`src/rtl/cache_axi_arbiter.sv`:
```
// cache_axi_arbiter: merges I-cache refills and D-cache refills/write-backs
// onto the single line-request port of the cache-line AXI master. The
// winning request is latched, held stable for the whole master transaction,
// and the master's completion is returned to the owner as a one-cycle grant
// that carries the registered line.
module cache_axi_arbiter #(
    parameter int LINE_ADDR_LEN = 3
) (
    input  logic                                 aclk,
    input  logic                                 aresetn,
    // I-cache client (read-only)
    input  logic                                 i_rd_req,
    input  logic [31:0]                          i_addr,
    output logic                                 i_gnt,
    output logic [(2**LINE_ADDR_LEN)-1:0][31:0]  i_rd_line,
    // D-cache client (refill and write-back)
    input  logic                                 d_rd_req,
    input  logic                                 d_wr_req,
    input  logic [31:0]                          d_addr,
    input  logic [(2**LINE_ADDR_LEN)-1:0][31:0]  d_wr_line,
    output logic                                 d_gnt,
    output logic [(2**LINE_ADDR_LEN)-1:0][31:0]  d_rd_line,
    // AXI master line-request port
    input  logic                                 m_gnt,
    input  logic [(2**LINE_ADDR_LEN)-1:0][31:0]  m_rd_line,
    output logic [31:0]                          m_addr,
    output logic                                 m_rd_req,
    output logic                                 m_wr_req,
    output logic [(2**LINE_ADDR_LEN)-1:0][31:0]  m_wr_line
);

    localparam int WORDS = 2**LINE_ADDR_LEN;

    // Byte-offset bits within one line: word offset plus 2 byte-select bits.
    localparam logic [31:0] LINE_OFFSET_MASK = (32'd1 << (LINE_ADDR_LEN + 2)) - 32'd1;

    typedef enum logic [1:0] {
        IDLE   = 2'd0,
        BUSY_I = 2'd1,
        BUSY_D = 2'd2,
        RESP   = 2'd3
    } state_e;

    state_e                   state_q;
    logic                     last_i_q;
    logic                     i_gnt_q;
    logic                     d_gnt_q;
    logic                     m_rd_req_q;
    logic                     m_wr_req_q;
    logic [31:0]              m_addr_q;
    logic [WORDS-1:0][31:0]   m_wr_line_q;
    logic [WORDS-1:0][31:0]   i_rd_line_q;
    logic [WORDS-1:0][31:0]   d_rd_line_q;

    logic                     d_any_req_s;
    logic                     d_wins_s;

    // Clear the within-line offset so the master always sees a line address.
    function automatic logic [31:0] line_align(input logic [31:0] addr);
        return addr & ~LINE_OFFSET_MASK;
    endfunction

    // A D request of either kind competes; D wins alone, or on a tie when I won last.
    always_comb begin
        d_any_req_s = d_rd_req | d_wr_req;
        d_wins_s    = d_any_req_s & (~i_rd_req | last_i_q);
    end

    // Arbitration FSM with all client and master outputs registered.
    always_ff @(posedge aclk) begin
        if (!aresetn) begin
            state_q     <= IDLE;
            last_i_q    <= 1'b1;
            i_gnt_q     <= 1'b0;
            d_gnt_q     <= 1'b0;
            m_rd_req_q  <= 1'b0;
            m_wr_req_q  <= 1'b0;
            m_addr_q    <= 32'd0;
            m_wr_line_q <= '0;
            i_rd_line_q <= '0;
            d_rd_line_q <= '0;
        end else begin
            case (state_q)
                IDLE: begin
                    if (d_wins_s) begin
                        // A simultaneous rd+wr from D is a write-back.
                        state_q     <= BUSY_D;
                        last_i_q    <= 1'b0;
                        m_addr_q    <= line_align(d_addr);
                        m_wr_req_q  <= d_wr_req;
                        m_rd_req_q  <= ~d_wr_req;
                        m_wr_line_q <= d_wr_req ? d_wr_line : '0;
                    end else if (i_rd_req) begin
                        state_q     <= BUSY_I;
                        last_i_q    <= 1'b1;
                        m_addr_q    <= line_align(i_addr);
                        m_wr_req_q  <= 1'b0;
                        m_rd_req_q  <= 1'b1;
                        m_wr_line_q <= '0;
                    end else begin
                        // Nothing requested; a stray m_gnt here is ignored.
                        state_q     <= IDLE;
                    end
                end
                BUSY_I: begin
                    if (m_gnt) begin
                        i_rd_line_q <= m_rd_line;
                        i_gnt_q     <= 1'b1;
                        m_rd_req_q  <= 1'b0;
                        m_wr_req_q  <= 1'b0;
                        state_q     <= RESP;
                    end else begin
                        state_q     <= BUSY_I;
                    end
                end
                BUSY_D: begin
                    if (m_gnt) begin
                        // Write-backs leave the D refill bank untouched.
                        if (!m_wr_req_q) begin
                            d_rd_line_q <= m_rd_line;
                        end else begin
                            d_rd_line_q <= d_rd_line_q;
                        end
                        d_gnt_q     <= 1'b1;
                        m_rd_req_q  <= 1'b0;
                        m_wr_req_q  <= 1'b0;
                        state_q     <= RESP;
                    end else begin
                        state_q     <= BUSY_D;
                    end
                end
                RESP: begin
                    i_gnt_q <= 1'b0;
                    d_gnt_q <= 1'b0;
                    state_q <= IDLE;
                end
                default: begin
                    i_gnt_q    <= 1'b0;
                    d_gnt_q    <= 1'b0;
                    m_rd_req_q <= 1'b0;
                    m_wr_req_q <= 1'b0;
                    state_q    <= IDLE;
                end
            endcase
        end
    end

    assign i_gnt     = i_gnt_q;
    assign d_gnt     = d_gnt_q;
    assign i_rd_line = i_rd_line_q;
    assign d_rd_line = d_rd_line_q;
    assign m_addr    = m_addr_q;
    assign m_rd_req  = m_rd_req_q;
    assign m_wr_req  = m_wr_req_q;
    assign m_wr_line = m_wr_line_q;

endmodule

```
`config.mk`:
```
export PLATFORM = sky130hd
export DESIGN_NAME = cache_axi_arbiter
export DESIGN_NICKNAME = d
export VERILOG_FILES = /design/src/rtl/cache_axi_arbiter.sv
export SDC_FILE = /design/constraint.sdc
export NUM_CORES = 2
export LEC_CHECK = 0
export ABC_AREA = 1
export BUFFER_PORTS_ARGS = -buffer_cell sky130_fd_sc_hd__buf_2
export CAP_MARGIN = 20
export CORE_AREA = 4 4 534 536
export DETAILED_ROUTE_END_ITERATION = 8
export DIE_AREA = 0 0 538 540
export GPL_TIMING_DRIVEN = 0
export PLACE_DENSITY = 0.3
export REMOVE_ABC_BUFFERS = 1
export SLEW_MARGIN = 20
export SYNTH_ARGS = -nofsm -noshare
export SYNTH_HDL_FRONTEND = slang
export SYNTH_SLANG_ARGS = --single-unit
```
`constraint.sdc`:
```
create_clock -name aclk -period 2.8 [get_ports aclk]
set_clock_uncertainty 0.2 [all_clocks]
set_input_delay 0.56 -clock aclk [delete_from_list [all_inputs] [get_ports aclk]]
set_output_delay 0.56 -clock aclk [all_outputs]
set_load 0.03 [all_outputs]
```
==> results.txt <==
----------------------------------------------------
[Setup path]
  Required arrival time at the worst endpoint ... 3.35 ns
  Worst setup path startpoint ... aresetn
  Worst path arrival time ... roughly 3.4 ns
  Endpoint type of the worst setup path ... flip-flop
  R2R setup slack ... 0.12 ns
  Worst r2r src ... state_q[0]
  Max Fanout on Critical Path ... 105
  Worst setup path class ... primary input to flip-flop
  Worst Setup Start Kind ... primary input

[Timing]
  Setup repair after global routing missed its margin ... false
  Count of final hold-check violations ... 0
  Max transition margin ... a little over two fifths
  Final Slew Violations ... 0
  Worst hold margin ... 0.08949 ns
  Slew @ Worst Pin ... 0.8675 ns
  Share of the clock period used by the worst path ... 100.5%
  Final period demand of the worst path ... 2.814 ns
  Post-Route Setup TNS ... -0.02658 ns
  Post-route setup slack ... -0.01444 ns
  Maximum clock frequency ... 0.3553 GHz
  Finish-stage setup viols ... 3

[Clocking]
  Clock insertion delay at the later pin of the skew report ... 0.83 ns
  CTS tree ... done
  Number of clock buffers inserted by TritonCTS ... 109
  Root buf cell ... clkbuf_16
  H-tree Lvls ... 3
  CTS clk-pin slew, worst paths ... 0.06 ns
  Deepest clock path buffer count ... 4
  Count of clock tree sinks ... between 800 and 900

[Yosys]
  Most frequent cell after synthesis ... nor2_1
  Syn avg cell area ... 7.815 sq um
  Instance count of the mapped netlist ... 3,619
  Number of enable-type register cells in the synthesized netlist ... 0
  Post-synthesis sequential area ratio ... 56.77%
  Asr flop ratio synth ... 0%
  Cell accounting for the most synthesized area ... dfxtp_1
  Post-synth top area share ... 56.77%
  Dominant cells by area after synthesis ... dfxtp_1 57%, nor2_1 14%, o21ai_0 9.4%, a21oi_1 5.1%, nand3_1 4.6%
  Yosys reg bits ... 802
  Count of different cell masters after synthesis ... 23
  Cell area after technology mapping ... 28,280 sq um
  Synthesis Warnings ... 0
  Most frequently used flop master after synthesis ... dfxtp_1
  Commonest cells post-synth ... 1,027 x nor2_1, 802 x dfxtp_1, 534 x o21ai_0

[Placed design]
  Cell area after placement ... 40,190 sq um
  Post-DP HPWL ... roughly 150 mm
  Weighted congestion reported at the end of routability-driven placement ... between 0.8 and 0.9
  Number of buffers inserted by port buffering ... 1,370

[Die]
  Die Wd ... 538 microns
  IO Pins ... 1,386
  Die area ... between 200,000 and 300,000 sq um
  Starting density of the core ... 10.07%
  Height of the chip ... 540 microns
  Placeable core area ... approximately 280,000 sq um
  Site row count ... 195

[Global routing]
  Remaining global-route overflow ... 0
  Largest net degree at the start of global routing ... approximately 140
  Number of antenna violations at the first check in global routing ... 130
  Wire length of the first global-routing pass ... approximately 270 mm
  Vias in the first global route ... 32,680
  Gr usage total ... 13.06%

[Job]
  Max-cap violations ... 0

[Power and ir drop]
  Final total power ... approximately 36,000 uW
  Leakage dissipation ... 0.02231 uW
  Maximum VDD drop ... 0.3814 mV
  Power density over the cells ... roughly 700 nW/um^2

[Drt]
  Routed Antenna Nets ... 0
  WL/cell ... 21.65 microns
  First-iteration detailed-routing DRC count ... 1,778
  Routed vias/inst ... around 3.5
  Detailed-route DRC error count ... 0
  Total wire length ... 202.5 mm
  Length of the first detailed-routing pass in iterations ... 5
  Overall via count from detail_route ... 32,940

[Worst hold path]
  Type of the most critical hold path ... primary input to flip-flop
  Worst hold path startpoint ... d_wr_line[251]

[Final layout]
  Share of final-layout standard cells stronger than drive strength 1 ... between 20% and 30%
  Filler Cells Inserted ... about 32,000
  Post-layout util ... approximately 18%
  Non-Filler Cell Area, Final ... 50,400 sq um
  Synth-to-Final Area Change ... 78.18%
  Net count of the finished layout ... 6,066

[Status]
  Violations in the final reports ... negative setup slack
  Outcome ... finished with violations

----------------------------------------------------
[cells in the final DEF (no fill, tap or decap), types with 3 or more instances in the layout]
master         netlist  routed
buf_2              128    1369
dfxtp_1            802     800
a21oi_1            289     288
nand3_2              0       5
clkinv_2             0      17
buf_12               0       9
bufbuf_16            0       8
clkbuf_16            0     116
buf_4               12      22
dlygate4sd3_1        0     571
inv_16               0       3
inv_6                0       3
clkinv_4             0       3
clkbuf_1           156      31
nand2_1            345     344
conb_1               1       5
diode_2              0      41
buf_16               0      55
nand3_1            259     254
clkbuf_8             0      29
o21ai_0            534     534
nor2_1            1027    1025
ha_1                 5       4
bufinv_16            0       5
inv_1               36      35
o21ai_1              8       7
[critical path, stage by stage]
cell and delay (ns):
dlygate4sd3_1 0.58, buf_12 0.32, buf_16 0.29, clkinv_8 0.27
buf_16 0.30, buf_16 0.33, a21oi_1 0.24
[what timing repair did]
action | 4_1_cts | 5_1_grt
buffers inserted | 22 | 4
cloned | 18 | 5
setup endpoints to repair | 463 | 208
endpoints found under the hold margin | 796 | 0
hold buffers | 571 | 0
pin swaps | 2 | 1
gates resized for setup | 23 | 7
[cell type report]
type                    instances  area [sq um]  share of cell area (%)
repair inverters                2         17.52                 0.03476
clock buffers                 170          3268                   6.485
repair buffers               2043         14870                   29.51
clock inverters                31         355.3                  0.7051
multi-input cells            2480         10830                   21.50
inverters                      41         202.7                  0.4022
well taps                    3743          4683                   9.293
diodes                         41         102.6                  0.2036
flip-flops and latches        802         16060                   31.86
[flip-flops by register name, summed over array words and instances (netlist names)]
signal / cells
d_rd_line: 256
i_rd_line: 256
m_wr_line: 256
m_addr: 27
state_q: 2
d_gnt: 1
i_gnt: 1
last_i_q: 1
m_rd_req: 1
m_wr_req: 1
[metal layers]
metal | routed length, microns | GRT usage, % | vias up
met4 | 8963 | 4.997 | 50
met5 | 296 | 0 | -
met2 | 101800 | 23.76 | 1368
li1 | - | - | 15640
met1 | 74420 | 13.96 | 15520
met3 | 16960 | 4.098 | 362
[power breakdown]
part / total [uW] / internal, uW / leakage (uW) / switching [uW]
registers: 12900 / 12400 / 0.00654 / 468
logic: 9220 / 3130 / 0.0140 / 6090
clock network: 14300 / 8470 / 0.00179 / 5810
total: 36400 / 24000 / 0.0223 / 12400
[metrics by stage]
step / setup WS, ns / cells
after floorplan: -7.702 / 3323
after global placement: -36.09 / 8436
after detailed placement: -1.739 / 8498
after CTS: 0.02561 / 9306
after global routing: 0.01448 / 9339
final: -0.01444 / 9353
[worst paths after layout]
check | endpoint | cells after the start
setup / recovery | m_wr_line[37] | 7
hold / removal | m_wr_line[251] | 3
setup reg to reg | m_wr_line[91] | 10
hold reg to reg | m_wr_line[227] | 2
[cells by family after synthesis]
group                      after synthesis  synth area share (%)
buffers and inverters                  341                 5.251
DFF                                    802                 56.77
adders and majority gates                5                0.2212
and+or+nand+nor                       1634                 22.86
other                                    1               0.01326
AOI/OAI and AO/OA                      836                 14.89
Power figures use the tool's default switching activity.
